[src/rtl/mk14_mem_arbiter_pkg.sv]
// mk14_pkg: shared types and constants for the MK14 memory arbiter.
// Holds the display scan state encoding and the default display base
// address so the arbiter and anything instantiating it agree on them.
package mk14_pkg;

  // Display refresh sequencer states
  typedef enum logic [1:0] {
    S_IDLE  = 2'd0,
    S_SCAN  = 2'd1,
    S_DRAIN = 2'd2
  } scan_state_t;

  // First byte of the MK14 display segment image in program/data memory
  localparam logic [15:0] DISP_BASE_DEFAULT = 16'h0D00;

endpackage

[src/rtl/mk14_mem_arbiter_if.sv]
// mk14_mem_arbiter_if: bundles the core request channel, the shared BRAM
// port and the display shadow outputs of the MK14 memory arbiter.
//   core_req/core_addr/core_we/core_wdata : core access request
//   core_gnt/core_rvalid/core_rdata       : core grant and read return
//   bram_addr/bram_we/bram_wdata          : BRAM command (arbiter drives)
//   bram_rdata                            : BRAM read data, 1-cycle latency
//   display/frame_done                    : display shadow and frame pulse
// Modport slave is the arbiter's view; master is the surrounding system
// (core, BRAM and display consumer) as seen from outside.
interface mk14_mem_arbiter_if;
  logic        core_req;
  logic [15:0] core_addr;
  logic        core_we;
  logic [7:0]  core_wdata;
  logic        core_gnt;
  logic        core_rvalid;
  logic [7:0]  core_rdata;
  logic [15:0] bram_addr;
  logic        bram_we;
  logic [7:0]  bram_wdata;
  logic [7:0]  bram_rdata;
  logic [63:0] display;
  logic        frame_done;

  modport slave (
    input  core_req, core_addr, core_we, core_wdata, bram_rdata,
    output core_gnt, core_rvalid, core_rdata,
    output bram_addr, bram_we, bram_wdata, display, frame_done
  );

  modport master (
    output core_req, core_addr, core_we, core_wdata, bram_rdata,
    input  core_gnt, core_rvalid, core_rdata,
    input  bram_addr, bram_we, bram_wdata, display, frame_done
  );
endinterface

[src/rtl/mk14_mem_arbiter.sv]
// mk14_mem_arbiter: shares one BRAM port between the MK14 core and a
// display refresh sequencer. The core normally has priority; the scan gets
// a slot after at most STARVE_MAX lost cycles. Every REFRESH_DIV idle
// cycles DISP_LEN bytes from DISP_BASE are copied into the display shadow.
// Ports:
//   clk  : system clock
//   rst  : asynchronous active-high reset
//   bus  : mk14_mem_arbiter_if.slave (core channel, BRAM port, display)
module mk14_mem_arbiter
  import mk14_pkg::*;
#(
  parameter logic [15:0] DISP_BASE   = DISP_BASE_DEFAULT,
  parameter int          DISP_LEN    = 8,
  parameter int          STARVE_MAX  = 16,
  parameter int          REFRESH_DIV = 1024
) (
  input logic                clk,
  input logic                rst,
  mk14_mem_arbiter_if.slave  bus
);

  localparam int TW = (REFRESH_DIV > 1) ? $clog2(REFRESH_DIV) : 1;
  localparam int WW = $clog2(STARVE_MAX + 1);
  localparam logic [TW-1:0] TIMER_LAST = TW'(REFRESH_DIV - 1);
  localparam logic [WW-1:0] WAIT_LIM   = WW'(STARVE_MAX);
  localparam logic [2:0]    IDX_LAST   = 3'(DISP_LEN - 1);

  scan_state_t   state_q, state_d;
  logic [TW-1:0] timer_q, timer_d;
  logic [2:0]    idx_q, idx_d;
  logic [WW-1:0] wait_cnt_q, wait_cnt_d;
  logic          cap_valid_q;
  logic [2:0]    cap_idx_q;
  logic [63:0]   display_q;
  logic          frame_done_q;
  logic          core_rvalid_q;

  logic scan_want;
  logic disp_gnt;
  logic core_gnt;

  // Slot arbitration. The scan only takes the slot from a requesting core
  // once the core has won STARVE_MAX consecutive contested cycles.
  always_comb begin
    scan_want = (state_q == S_SCAN);
    disp_gnt  = scan_want && (!bus.core_req || (wait_cnt_q >= WAIT_LIM));
    core_gnt  = bus.core_req && !disp_gnt;
  end

  // Scan sequencer next state. The refresh timer only runs while idle, so a
  // long contested scan simply delays the next frame instead of queueing it.
  always_comb begin
    state_d    = state_q;
    timer_d    = timer_q;
    idx_d      = idx_q;
    wait_cnt_d = wait_cnt_q;
    case (state_q)
      S_IDLE: begin
        if (timer_q == TIMER_LAST) begin
          state_d    = S_SCAN;
          timer_d    = '0;
          idx_d      = '0;
          wait_cnt_d = '0;
        end else begin
          timer_d = timer_q + 1'b1;
        end
      end
      S_SCAN: begin
        if (disp_gnt) begin
          idx_d      = idx_q + 3'd1;
          wait_cnt_d = '0;
          if (idx_q == IDX_LAST) begin
            state_d = S_DRAIN;
          end
        end else if (bus.core_req) begin
          wait_cnt_d = wait_cnt_q + 1'b1;
        end
      end
      S_DRAIN: begin
        state_d = S_IDLE;
        timer_d = '0;
      end
      default: begin
        state_d = S_IDLE;
      end
    endcase
  end

  // Sequencer state registers
  always_ff @(posedge clk or posedge rst) begin
    if (rst) begin
      state_q    <= S_IDLE;
      timer_q    <= '0;
      idx_q      <= '0;
      wait_cnt_q <= '0;
    end else begin
      state_q    <= state_d;
      timer_q    <= timer_d;
      idx_q      <= idx_d;
      wait_cnt_q <= wait_cnt_d;
    end
  end

  // Read return path. A display read issued in cycle t is captured at the
  // end of t+1 using the registered index, which lets the next grant issue
  // while the previous byte is still landing. frame_done fires the cycle
  // after DRAIN, once the final byte is already in the shadow.
  always_ff @(posedge clk or posedge rst) begin
    if (rst) begin
      cap_valid_q   <= 1'b0;
      cap_idx_q     <= '0;
      display_q     <= '0;
      frame_done_q  <= 1'b0;
      core_rvalid_q <= 1'b0;
    end else begin
      cap_valid_q   <= disp_gnt;
      cap_idx_q     <= idx_q;
      frame_done_q  <= (state_q == S_DRAIN);
      core_rvalid_q <= core_gnt && !bus.core_we;
      if (cap_valid_q) begin
        display_q[{cap_idx_q, 3'b000} +: 8] <= bus.bram_rdata;
      end
    end
  end

  // BRAM command mux and output wiring
  always_comb begin
    bus.core_gnt    = core_gnt;
    bus.core_rvalid = core_rvalid_q;
    bus.core_rdata  = bus.bram_rdata;
    bus.bram_addr   = disp_gnt ? (DISP_BASE + {13'd0, idx_q}) : bus.core_addr;
    bus.bram_we     = core_gnt && bus.core_we;
    bus.bram_wdata  = bus.core_wdata;
    bus.display     = display_q;
    bus.frame_done  = frame_done_q;
  end

endmodule

[src/flat_wrapper.sv]
// flat-port wrapper written by rule: the top's interface ports become plain ports
module mk14_mem_arbiter_flat import mk14_pkg::*;
#(
  parameter logic [15:0] DISP_BASE   = DISP_BASE_DEFAULT,
  parameter int          DISP_LEN    = 8,
  parameter int          STARVE_MAX  = 16,
  parameter int          REFRESH_DIV = 1024
)
  (clk, rst, bus_core_req, bus_core_addr, bus_core_we, bus_core_wdata, bus_bram_rdata, bus_core_gnt, bus_core_rvalid, bus_core_rdata, bus_bram_addr, bus_bram_we, bus_bram_wdata, bus_display, bus_frame_done);
  mk14_mem_arbiter_if bus_i ();
  input logic clk;
  input logic rst;
  input wire logic [$bits(bus_i.core_req)-1:0] bus_core_req;
  input wire logic [$bits(bus_i.core_addr)-1:0] bus_core_addr;
  input wire logic [$bits(bus_i.core_we)-1:0] bus_core_we;
  input wire logic [$bits(bus_i.core_wdata)-1:0] bus_core_wdata;
  input wire logic [$bits(bus_i.bram_rdata)-1:0] bus_bram_rdata;
  output wire logic [$bits(bus_i.core_gnt)-1:0] bus_core_gnt;
  output wire logic [$bits(bus_i.core_rvalid)-1:0] bus_core_rvalid;
  output wire logic [$bits(bus_i.core_rdata)-1:0] bus_core_rdata;
  output wire logic [$bits(bus_i.bram_addr)-1:0] bus_bram_addr;
  output wire logic [$bits(bus_i.bram_we)-1:0] bus_bram_we;
  output wire logic [$bits(bus_i.bram_wdata)-1:0] bus_bram_wdata;
  output wire logic [$bits(bus_i.display)-1:0] bus_display;
  output wire logic [$bits(bus_i.frame_done)-1:0] bus_frame_done;
  assign bus_i.core_req = bus_core_req;
  assign bus_i.core_addr = bus_core_addr;
  assign bus_i.core_we = bus_core_we;
  assign bus_i.core_wdata = bus_core_wdata;
  assign bus_i.bram_rdata = bus_bram_rdata;
  assign bus_core_gnt = bus_i.core_gnt;
  assign bus_core_rvalid = bus_i.core_rvalid;
  assign bus_core_rdata = bus_i.core_rdata;
  assign bus_bram_addr = bus_i.bram_addr;
  assign bus_bram_we = bus_i.bram_we;
  assign bus_bram_wdata = bus_i.bram_wdata;
  assign bus_display = bus_i.display;
  assign bus_frame_done = bus_i.frame_done;
  mk14_mem_arbiter #(.DISP_BASE(DISP_BASE), .DISP_LEN(DISP_LEN), .STARVE_MAX(STARVE_MAX), .REFRESH_DIV(REFRESH_DIV)) u_core (.clk(clk), .rst(rst), .bus(bus_i));
endmodule
[config.mk]
export PLATFORM = sky130hd
export DESIGN_NAME = mk14_mem_arbiter_flat
export DESIGN_NICKNAME = d
export VERILOG_FILES = /design/src/rtl/mk14_mem_arbiter_pkg.sv /design/src/rtl/mk14_mem_arbiter_if.sv /design/src/rtl/mk14_mem_arbiter.sv /design/src/flat_wrapper.sv
export SDC_FILE = /design/constraint.sdc
export NUM_CORES = 1
export LEC_CHECK = 0
export BUFFER_PORTS_ARGS = -buffer_cell sky130_fd_sc_hd__buf_2
export CAP_MARGIN = 30
export CORE_UTILIZATION = 54
export CTS_BUF_LIST = sky130_fd_sc_hd__clkbuf_4 sky130_fd_sc_hd__clkbuf_8 sky130_fd_sc_hd__clkbuf_16
export DETAILED_ROUTE_END_ITERATION = 10
export PLACE_DENSITY = 0.86
export SYNTH_ARGS = -nofsm -noshare
export SYNTH_HDL_FRONTEND = slang
export SYNTH_SLANG_ARGS = --single-unit
[constraint.sdc]
create_clock -name clk -period 5.05 [get_ports clk]
set_input_delay 0.7575 -clock clk [delete_from_list [all_inputs] [get_ports clk]]
set_output_delay 0.7575 -clock clk [all_outputs]
set_load 0.1 [all_outputs]
# Word-level counts from Yosys, hierarchy flattened
# Cells that the tools add are included.
[totals]
register_bits = 90
in_bits = 36
output_inout_bits = 100
[op_classes]
n_reduce_logical = 14
n_addsub = 5
n_lt_le_gt_ge = 1
shift = 2
n_mux = 15
n_eq_ne = 8
[op_table]
columns = ["op", "n"]
rows = [
  ["64-bit bitwise mux", 1],
  ["8-bit by 8-bit variable shift with 64-bit output, first input constant", 1],
  ["8-bit by 8-bit variable part select with 64-bit output", 1],
  ["10-bit one-hot mux with 2 select lines", 1],
  ["16-bit 2-to-1 mux", 1],
  ["5-bit 2-to-1 mux", 3],
  ["12-bit by 3-bit adder with 13-bit output, first input constant", 1],
  ["10-bit by 1-bit adder with 10-bit output, second input constant", 1],
  ["10-bit == test, second input constant", 1],
  ["10-bit 2-to-1 mux", 1],
  ["5-bit one-hot mux with 2 select lines", 1],
  ["3-bit AND reduction", 3],
  ["6-bit negation with 8-bit output", 1],
  ["2-bit 2-to-1 mux", 3],
  ["3-bit 2-to-1 mux", 2],
  ["3-bit one-hot mux with 2 select lines", 1],
  ["5-bit by 1-bit adder with 5-bit output, second input constant", 1],
  ["5-bit >= comparator, second input constant", 1],
  ["1-bit logical AND", 4],
  ["2-bit inequality test, second input constant", 2],
  ["2-bit one-hot mux with 2 select lines", 1],
  ["2-bit nonzero test", 2],
  ["3-bit by 1-bit adder with 3-bit output, second input constant", 1],
  ["3-bit == test, second input constant", 1],
  ["7 further kinds", 9],
]

# Depth between registers and ports, before layout
# Gate-level depths: netlist (run 1).
[depth]
depth_word = 6
mapped_depth = 9

# Least setup slack after synthesis (run 1)
# No wires, ideal clock.
[synth_timing]
path_kind = "input to output"
from = "input bus_core_req"
to = "output bus_bram_addr[0]"
slack_ps = 1823
arrival_ps = 2469
cell_stages = 6
cell_sequence = "nand2b_1 nand2b_1 clkbuf_2 clkinv_1 nor2_1 nor2_1"
[synth_via]
elab_chain_cells = 4
[synth_lines]
columns = ["item", "line_no", "text"]
rows = [
  ["start, declared", "flat_wrapper.sv:13", "input wire logic [$bits(bus_i.core_req)-1:0] bus_core_req;"],
  ["1-bit zero test", "mk14_mem_arbiter.sv:46", "disp_gnt = scan_want && (!bus.core_req || (wait_cnt_q >= WAIT_LIM));"],
  ["1-bit logical OR", "mk14_mem_arbiter.sv:46", ""],
  ["1-bit logical AND", "mk14_mem_arbiter.sv:46", ""],
  ["named net u_core.disp_gnt", "mk14_mem_arbiter.sv:39", "logic disp_gnt;"],
  ["16-bit 2-to-1 mux", "mk14_mem_arbiter.sv:131", "bus.bram_addr = disp_gnt ? (DISP_BASE + {13'd0, idx_q}) : bus.core_addr;"],
  ["end, declared", "flat_wrapper.sv:21", "output wire logic [$bits(bus_i.bram_addr)-1:0] bus_bram_addr;"],
]
# The timed path passes the listed nets, and every way through them passes these cells.

# Worst setup path in the final report (run 1)
[layout_timing]
from = "register u_core.state_q[0]"
to = "output bus_bram_addr[0]"
[layout_via]
elab_chain_cells = 3
[layout_lines]
columns = ["item", "line_no", "text"]
rows = [
  ["start, declared", "mk14_mem_arbiter.sv:28", "scan_state_t state_q, state_d;"],
  ["start signal, assigned", "mk14_mem_arbiter.sv:97", "state_q <= state_d;"],
  ["2-bit by 1-bit == test with 1-bit output", "mk14_mem_arbiter.sv:45", "scan_want = (state_q == S_SCAN);"],
  ["1-bit logical AND", "mk14_mem_arbiter.sv:46", ""],
  ["named net u_core.disp_gnt", "mk14_mem_arbiter.sv:39", ""],
  ["16-bit 2-to-1 mux", "mk14_mem_arbiter.sv:131", ""],
]
# The timed path passes the listed nets, and every way through them passes these cells.

==> impl_metrics.py, run 1 <==
metrics = {
    "floorplan": {
        "chipHeight_um": 88.8,
        "ios": 136,
        "die_x_um": 88.8,
        "core-area_sq_mm": 0.00725,
        "die_area_sq_mm": 0.00788,
        "start_util": 0.561,
        "floorplan.rows": 31,
    },
    "routing": {
        "vias": 3028,
        "drc": 0,
        "initialDrtViolationCount": 167,
        "dr.pass1.iters": 4,
        "wirelength_mm": 8.78,
        "via_per_inst": 5.34,
        "ant_nets": 0,
        "wire_per_inst_um": 15.5,
    },
    "logic_synthesis": {
        "syn_area_sq_mm": 0.00407,
        "ys_seq_elements": 90,
        "synthArstFlopShare": 1.00,
        "synth-simple-area-share": 0.167,
        "synth-edff-count": 0,
        "syn_avg_cell_area_sq_um": 11.4,
        "synth_compound_area_frac": 0.0695,
        "yosys_warnings": 0,
        "ys.flop_type": "dfrtp_1",
        "muxShareOfSynthArea": 0.124,
        "syn_inst": 358,
        "ys_types": 45,
        "synth_xor_area_frac": 0.00646,
        "synth_nets": 401,
        "synth_top_family_by_area": "simple AND/OR/NAND/NOR gates",
        "ys_seq_area_frac": 0.554,
        "synthAdderAreaFrac": 0.0215,
    },
    "clock_tree": {
        "clkTransAtPathRegs_ns": 0.09,
        "cts_tree": "built",
        "postCtsHoldBufs": 0,
        "cts_setup_buffers": 0,
        "clockRootBuffer": "clkbuf_8",
        "clk_latency_ns": 0.36,
        "cts.sinks": 90,
        "clk_path_buf_depth": 2,
        "numCtsBuffers": 9,
        "cts_resized": 0,
        "htree_levels": 3,
    },
    "grt": {
        "gr-usage-met2": 0.403,
        "antenna_found_initial": 0,
        "grt.overflow.total": 0,
        "grt_usage": 0.232,
        "top_usage_layer": "met2",
        "met1_usage": 0.297,
        "grt_max_degree": 47,
        "met3_usage": 0.0513,
        "grt_pass1_vias": 2880,
        "grt_pass1_wl_mm": 13.7,
    },
    "run": {
        "drv_cap": 0,
    },
    "setup_path": {
        "crit_arrival_ns": 2.47,
        "cp-start-kind": "flip-flop",
        "crit_path_start": "u_core.state_q[0]",
        "worstSetupPathType": "flip-flop to primary output",
        "cp_slowest_cell": "dfrtp_1",
        "cp.required_ns": 4.29,
        "regToRegStartpoint": "u_core.cap_idx_q[0]",
        "worstPathMaxFanout": 19,
        "cp-end-kind": "primary output",
        "crit_chain": "nand2b_1 > nand2b_1 > clkinv_1 > nor2_1 > nor2_1 > buf_2",
        "max_stage_delay_ns": 0.58,
    },
    "cells_and_area": {
        "final_core_util": 0.667,
        "synthToLayoutAreaGrowth_pct": 18.9,
        "drive_above_1_share": 0.415,
        "antenna_cells": 0,
        "nets": 506,
    },
    "pwr": {
        "ir_drop_mv": 0.180,
        "total_power_uw": 1470,
        "powerDensity_mw_per_mm2": 304,
        "p_leak_uw": 0.00242,
    },
    "placed_design": {
        "hpwl_mm": 6.26,
        "port-buffer-count": 119,
        "routabilityCongestion": 0.852,
    },
    "timing": {
        "slew_headroom": 0.440,
        "period_minus_slack_ns": 3.23,
        "clock_skew_ns": 0.0100,
        "fin_crit_sh": 0.639,
        "final_max_slew_viol_count": 0,
        "max_freq_ghz": 0.310,
        "hold_viol": 0,
        "whs_ns": 0.454,
        "setup_viol_count_final": 0,
        "fin_setup_tns_ns": 0,
        "worst_slew_pin_slew_ns": 0.836,
        "rsz0062_at_grt": "false",
    },
    "worst_hold_path": {
        "min_path_type": "flip-flop to flip-flop",
        "hold_start": "u_core.idx_q[0]",
    },
    "run_status": {
        "status": "finished clean",
    },
}
==> power breakdown <==
part / switching (uW) / internal [uW]
Combinational: 174 / 32.0
Sequential: 4.85 / 728
Clock: 254 / 279
Total: 433 / 1040
==> worst max-delay path: cells and delay by family (launching register included) <==
kind | cells | cell delay [ns]
DFF | 1 | 0.58
buffers and inverters | 2 | 0.64
and+or+nand+nor | 4 | 0.90
==> synth_stat cells (4+ instances only) <==
master | number | area [sq um]
dfrtp_1 | 90 | 2250
mux2_2 | 40 | 450
nand2_1 | 40 | 150
o21ai_0 | 23 | 115
nand3_1 | 22 | 110
buf_4 | 16 | 120
nor2_1 | 16 | 60.1
inv_1 | 14 | 52.6
and2_1 | 12 | 75.1
nand2b_1 | 9 | 56.3
ha_1 | 7 | 87.6
a21oi_1 | 6 | 30.0
o21ai_2 | 5 | 43.8
a22o_1 | 4 | 35.0
clkbuf_1 | 4 | 15.0
nand4_1 | 4 | 25.0
==> cells by family after synthesis <==
group                      Yosys count
buffers and inverters               41
DFF                                 90
xor gates and xnor gates             3
adders and majority gates            7
muxes                               44
AOI/OAI and AO/OA                   45
and+or+nand+nor                    128
==> registers in the layout, summed over array words and instances, names as in the netlist <==
| signal | flops |
|---|---|
| u_core.state_q | 2 |
| u_core.cap_idx_q | 3 |
| u_core.timer_q | 10 |
| u_core.cap_valid_q | 1 |
| u_core.bus.frame_done | 1 |
| u_core.bus.display | 64 |
| u_core.idx_q | 3 |
| u_core.bus.core_rvalid | 1 |
| u_core.wait_cnt_q | 5 |
==> metrics by stage <==
| step | cells | cell area, sq um | worst slack (ns) |
|---|---|---|---|
| floorplan | 358 | 4070 | 1.82 |
| global placement | 551 | 4620 | 2.21 |
| detailed placement | 551 | 4620 | 2.09 |
| CTS | 567 | 4830 | 1.83 |
| global route | 567 | 4830 | 1.60 |
| finish | 567 | 4830 | 1.82 |
==> routing by layer <==
metal  share of wire  wire length (um)
met1            0.43              3810
met2            0.51              4500
met3           0.047               414
met4          0.0063                55
met5               0                 0
==> path summary, 6_finish.rpt <==
kind | cells past startpoint | slack (ns) | to
worst max register to register | 6 | 2.41 | u_core.bus.display[46]
worst min register to register | 0 | 0.45 | u_core.cap_idx_q[0]
max in group asynchronous | 3 | 3.51 | u_core.timer_q[0]
worst min-delay path | 0 | 0.45 | u_core.cap_idx_q[0]
min in group asynchronous | 2 | 0.50 | u_core.bus.display[39]
worst max-delay path | 6 | 1.82 | bus_bram_addr[0]
==> layout make-up <==
| cell class | count | area [sq um] |
|---|---|---|
| clock buffer | 9 | 124 |
| clock inverter | 7 | 92.6 |
| fill | 565 | 2420 |
| inverter | 15 | 57.6 |
| multi-input combinational | 227 | 1580 |
| sequential | 90 | 2250 |
| tap | 99 | 124 |
| timing repair buffer | 120 | 603 |
==> cell usage in the layout (no fill, tap or decap), drive strengths merged, types with 3 or more instances in the layout <==
cell type,Yosys,routed
a22o,4,4
and2,12,12
clkinv,1,6
nand2b,9,9
nor2,19,19
o21ai,28,28
xnor2,3,3
clkbuf,5,9
nand2,41,41
nor4,4,4
nand4,4,4
nor3,4,4
nand3,22,22
or3,3,3
dfrtp,90,90
ha,7,7
inv,14,14
a21oi,6,6
buf,21,120
mux2,43,43
Note: power is estimated with default switching activity, not from simulation.
==> run 2, diff against run 1 <==
Settings changed: CORE_UTILIZATION 54 to 50, PLACE_DENSITY 0.86 to 0.8.
Clock period 5.05 ns to 3.1 ns, I/O delays scaled along.
==> impl_metrics.py, run 2 (synthesis results as in run 1) <==
metrics = {
    "grt": {
        "antenna_found_initial": 0,
        "grt_max_degree": 40,
        "grt_pass1_vias": 2889,
        "grt_usage": 0.217,
        "grt_pass1_wl_mm": 14.2,
        "grt.overflow.total": 0,
    },
    "placed_design": {
        "hpwl_mm": 6.30,
        "place_ws_ns": 0.572,
        "port-buffer-count": 119,
        "postPlaceCellArea_sq_mm": 0.00465,
        "post-place-cells": 558,
        "routabilityCongestion": 0.815,
    },
    "pwr": {
        "ir_drop_mv": 0.237,
        "p_leak_uw": 0.00241,
        "powerDensity_mw_per_mm2": 471,
    },
    "setup_path": {
        "max_stage_delay_ns": 0.56,
        "cp-start-kind": "flip-flop",
        "cpLargestDelayFamily": "simple AND/OR/NAND/NOR gates",
        "cp.required_ns": 2.63,
        "crit_arrival_ns": 2.29,
        "crit_buf_inv": 2,
        "cp_slowest_cell": "dfrtp_1",
        "crit_chain": "nand2b_1 > nand2b_1 > clkinv_1 > nor2_1 > nor2_1 > buf_2",
        "worstPathMaxFanout": 14,
        "worstSetupPathType": "flip-flop to primary output",
        "cp-end-kind": "primary output",
    },
    "timing": {
        "period_minus_slack_ns": 2.76,
        "rsz0062_at_grt": "false",
        "worst_slew_pin_slew_ns": 0.629,
        "fin_crit_sh": 0.889,
        "max_freq_ghz": 0.363,
        "setup_viol_count_final": 0,
        "hold_viol": 0,
        "final_max_slew_viol_count": 0,
        "fin_ws_ns": 0.343,
        "fin_setup_tns_ns": 0,
        "clock_skew_ns": 0.0202,
        "slew_headroom": 0.577,
    },
    "clock_tree": {
        "cts_setup_buffers": 0,
        "clockRootBuffer": "clkbuf_8",
        "htree_levels": 3,
        "clk_path_buf_depth": 2,
        "cts_tree": "built",
        "clkTransAtPathRegs_ns": 0.11,
        "numCtsBuffers": 9,
        "clk_latency_ns": 0.37,
        "cts_resized": 0,
        "cts.sinks": 90,
        "postCtsHoldBufs": 0,
    },
    "routing": {
        "wirelength_mm": 8.68,
        "drc": 0,
        "wire_per_inst_um": 15.1,
        "dr.pass1.iters": 4,
        "vias": 3090,
        "via_per_inst": 5.38,
        "initialDrtViolationCount": 105,
        "ant_nets": 0,
    },
    "run": {
        "drv_cap": 0,
    },
    "cells_and_area": {
        "drive_above_1_share": 0.419,
        "synthToLayoutAreaGrowth_pct": 18.8,
        "layout_commonest_cell": "buf_2",
        "antenna_cells": 0,
        "nets": 510,
        "fin_cells": 574,
        "largest_reg_flops": 64,
        "fin_area_sq_mm": 0.00483,
        "final_core_util": 0.619,
        "final_cell_mix": "119 x buf_2, 90 x dfrtp_1, 40 x nand2_1, 40 x mux2_2, 23 x o21ai_0",
    },
    "floorplan": {
        "die_x_um": 92.2,
        "floorplan.rows": 32,
        "die_area_sq_mm": 0.00850,
        "start_util": 0.521,
        "ios": 136,
        "core-area_sq_mm": 0.00781,
        "chipHeight_um": 92.2,
    },
    "worst_hold_path": {
        "min_path_type": "input port to async pin",
    },
    "run_status": {
        "status": "finished clean",
    },
}
run 2: cell types whose count changed in the layout (fill, tap and decap cells not counted), sizes merged:
cell,before,now
clkinvlp,0,2
clkinv,6,3
buf,120,124
bufinv,2,0
inv,14,17
run 2: per-layer routing:
| metal | up-vias | part of all wire | global-route usage |
|---|---|---|---|
| li1 | 1439 | - | - |
| met4 | 0 | 0.016 | 0.0729 |
| met5 | - | 0 | 0 |
| met1 | 1507 | 0.43 | 0.279 |
| met3 | 17 | 0.067 | 0.0498 |
| met2 | 127 | 0.49 | 0.361 |
run 2: cell type report:
cell class	instances	area, sq um
Timing Repair Buffer	124	633
Inverter	15	57.6
Sequential cell	90	2250
Multi-Input combinational cell	227	1580
Tap cell	102	128
Clock inverter	7	57.6
Clock buffer	9	124
Fill cell	657	2970
run 2: through the flow:
| step | hold WS, ns | total power [uW] |
|---|---|---|
| global placement | 0.425 | 1550 |
| detailed placement | 0.438 | 1560 |
| CTS | 0.175 | 2290 |
| finish | 0.164 | 2280 |
| floorplan | 0.398 | 1540 |
| global route | 0.197 | 2360 |
run 2: worst paths after layout:
check	startpoint	slack (ns)	depth (start not counted)	to
setup / recovery	u_core.state_q[1]	0.34	6	bus_bram_addr[0]
hold / removal	rst	0.16	2	u_core.bus.display[25]
setup reg to reg	u_core.cap_idx_q[0]	0.57	6	u_core.bus.display[63]
hold reg to reg	u_core.idx_q[2]	0.45	0	u_core.cap_idx_q[2]
max in group asynchronous	rst	2.14	3	u_core.bus.display[56]
min in group clk	bus_core_we	0.26	2	u_core.bus.core_rvalid
run 2: worst register-to-register path: cells and delay by family (launching register included):
| kind | cells | cell delay, ns |
|---|---|---|
| buffers and inverters | 1 | 0.09 |
| AND/OR/NAND/NOR | 2 | 0.88 |
| adder cells (fa/ha/maj) | 2 | 0.60 |
| flip-flops | 1 | 0.47 |
| multiplexers | 1 | 0.39 |
run 2: power by group:
group          switching (uW)  leakage, uW  internal (uW)
Clock                     443    0.0000886            304
Combinational             283      0.00123           53.0
Sequential               7.99      0.00109           1190
==> run 3, diff against run 2 <==
Settings changed: RECOVER_POWER from default to 50.
==> impl_metrics.py, run 3 (synthesis results as in run 1) <==
metrics = {
    "floorplan": {
        "chipHeight_um": 92.2,
        "floorplan.rows": 32,
        "start_util": 0.521,
        "ios": 136,
        "die_area_sq_mm": 0.00850,
        "die_x_um": 92.2,
        "core-area_sq_mm": 0.00781,
    },
    "cells_and_area": {
        "layout_commonest_cell": "buf_2",
        "final_cell_mix": "91 x buf_2, 90 x dfrtp_1, 40 x nand2_1, 40 x mux2_2, 29 x clkbuf_1",
        "n_fill_cell": 675,
        "seqCellArea_sq_mm": 0.00225,
        "nets": 510,
        "largest_reg_flops": 64,
        "synthToLayoutAreaGrowth_pct": 17.8,
        "multiInputGateArea_sq_mm": 0.00158,
        "fin_cells": 574,
        "antenna_cells": 0,
        "drive_above_1_share": 0.358,
    },
    "clock_tree": {
        "cts.sinks": 90,
        "cts_tree": "built",
        "clk_path_buf_depth": 2,
        "cts_resized": 0,
        "numCtsBuffers": 9,
        "cts_setup_buffers": 0,
        "clk_latency_ns": 0.37,
        "htree_levels": 3,
        "clockRootBuffer": "clkbuf_8",
        "clkTransAtPathRegs_ns": 0.09,
        "postCtsHoldBufs": 0,
    },
    "setup_path": {
        "worstSetupPathType": "flip-flop to primary output",
        "worstPathMaxFanout": 14,
        "endpoint": "bus_bram_addr[0]",
        "crit_arrival_ns": 2.30,
        "regToRegStartpoint": "u_core.cap_idx_q[0]",
        "reg2reg_slack_ns": 0.57,
        "cp.required_ns": 2.63,
        "crit_path_start": "u_core.state_q[1]",
        "rr_endpoint": "u_core.bus.display[63]",
        "cp-end-kind": "primary output",
        "reg2reg_depth": 6,
        "cp-start-kind": "flip-flop",
    },
    "run_status": {
        "status": "finished with violations",
        "violations": "max-capacitance violations, max-slew violations",
    },
    "timing": {
        "final_max_slew_viol_count": 40,
        "fin_crit_sh": 0.890,
        "rsz0062_at_grt": "false",
        "fin_setup_tns_ns": 0,
        "slew_headroom": -0.0795,
        "worst_slew_pin_slew_ns": 1.61,
        "hold_viol": 0,
        "max_freq_ghz": 0.362,
        "setup_viol_count_final": 0,
        "clock_skew_ns": 0.0187,
        "period_minus_slack_ns": 2.76,
    },
    "routing": {
        "dr.pass1.iters": 4,
        "wirelength_mm": 8.70,
        "via_per_inst": 5.38,
        "initialDrtViolationCount": 117,
        "drc": 0,
        "ant_nets": 0,
        "wire_per_inst_um": 15.2,
        "vias": 3090,
    },
    "placed_design": {
        "post-place-cells": 558,
        "port-buffer-count": 119,
        "hpwl_mm": 6.30,
        "routabilityCongestion": 0.815,
    },
    "pwr": {
        "ir_drop_mv": 0.237,
        "swShare": 0.323,
        "p_int_uw": 1540,
        "p_leak_uw": 0.00232,
        "p_seq_frac": 0.525,
        "powerDensity_mw_per_mm2": 474,
        "comb_power_share": 0.146,
        "switchingPower_uw": 734,
        "clkPwrFrac": 0.328,
    },
    "grt": {
        "met1_usage": 0.279,
        "met3_usage": 0.0498,
        "top_usage_layer": "met2",
        "grt.overflow.total": 0,
        "antenna_found_initial": 0,
        "grt_pass1_vias": 2889,
        "grt_pass1_wl_mm": 14.2,
        "gr-usage-met2": 0.361,
        "grt_max_degree": 40,
        "grt_usage": 0.217,
    },
    "worst_hold_path": {
        "min_path_type": "input port to flip-flop",
    },
    "run": {
        "drv_cap": 1,
    },
}
==> run 3: cell types whose count changed in the layout (fill, tap and decap cells not counted), sizes merged <==
| cell | before | now |
|---|---|---|
| clkbuf | 9 | 39 |
| clkinvlp | 2 | 3 |
| clkinv | 3 | 2 |
| buf | 124 | 94 |
==> run 3: metal layers <==
metal / routed length, um / vias to the layer above
met3: 577 / 16
met4: 128 / 0
li1: - / 1439
met5: 0 / -
met2: 4290 / 133
met1: 3710 / 1502
==> run 3: final cells by class <==
| class | instances | share of cell area |
|---|---|---|
| Tap cell | 102 | 0.0266 |
| Multi-Input combinational cell | 227 | 0.330 |
| Clock inverter | 7 | 0.0120 |
| Inverter | 15 | 0.0120 |
| Sequential cell | 90 | 0.470 |
| Timing Repair Buffer | 124 | 0.123 |
| Clock buffer | 9 | 0.0258 |
==> run 3: metrics by stage <==
step | total power (uW) | cell area [sq um] | hold WS [ns] | utilization | setup WS (ns)
global route | 2350 | 4790 | 0.251 | 0.614 | 0.0350
CTS | 2290 | 4830 | 0.175 | 0.619 | 0.304
global placement | 1550 | 4650 | 0.425 | 0.596 | 0.681
detailed placement | 1560 | 4650 | 0.438 | 0.596 | 0.572
floorplan | 1540 | 4070 | 0.398 | - | 0.300
finish | 2270 | 4790 | 0.258 | 0.614 | 0.340
==> run 3: critical path, cell delays in order (launching register included) <==
cell	delay, ns
dfrtp_1	0.56
nand2b_1	0.20
nand2b_1	0.36
clkinv_1	0.31
nor2_1	0.16
nor2_1	0.05
buf_2	0.29
==> run 3: worst min-delay path by stage <==
stage | from | to | slack, ns | cells after the start
after floorplan | u_core.idx_q[1] | u_core.cap_idx_q[1] | 0.40 | 0
after global placement | u_core.idx_q[1] | u_core.cap_idx_q[1] | 0.43 | 0
after detailed placement | u_core.idx_q[2] | u_core.cap_idx_q[2] | 0.44 | 0
after CTS | rst | u_core.bus.display[25] | 0.18 | 2
after global routing | bus_core_we | u_core.bus.core_rvalid | 0.25 | 2
final | bus_core_we | u_core.bus.core_rvalid | 0.26 | 2
==> run 3: power groups by stage <==
stage	clock [uW]	combinational, uW	sequential, uW
2_1_floorplan	0	241	1290
3_3_place_gp	0	336	1220
3_5_place_dp	0	339	1220
4_1_cts	760	339	1190
5_1_grt	811	347	1200
6_report	746	333	1190
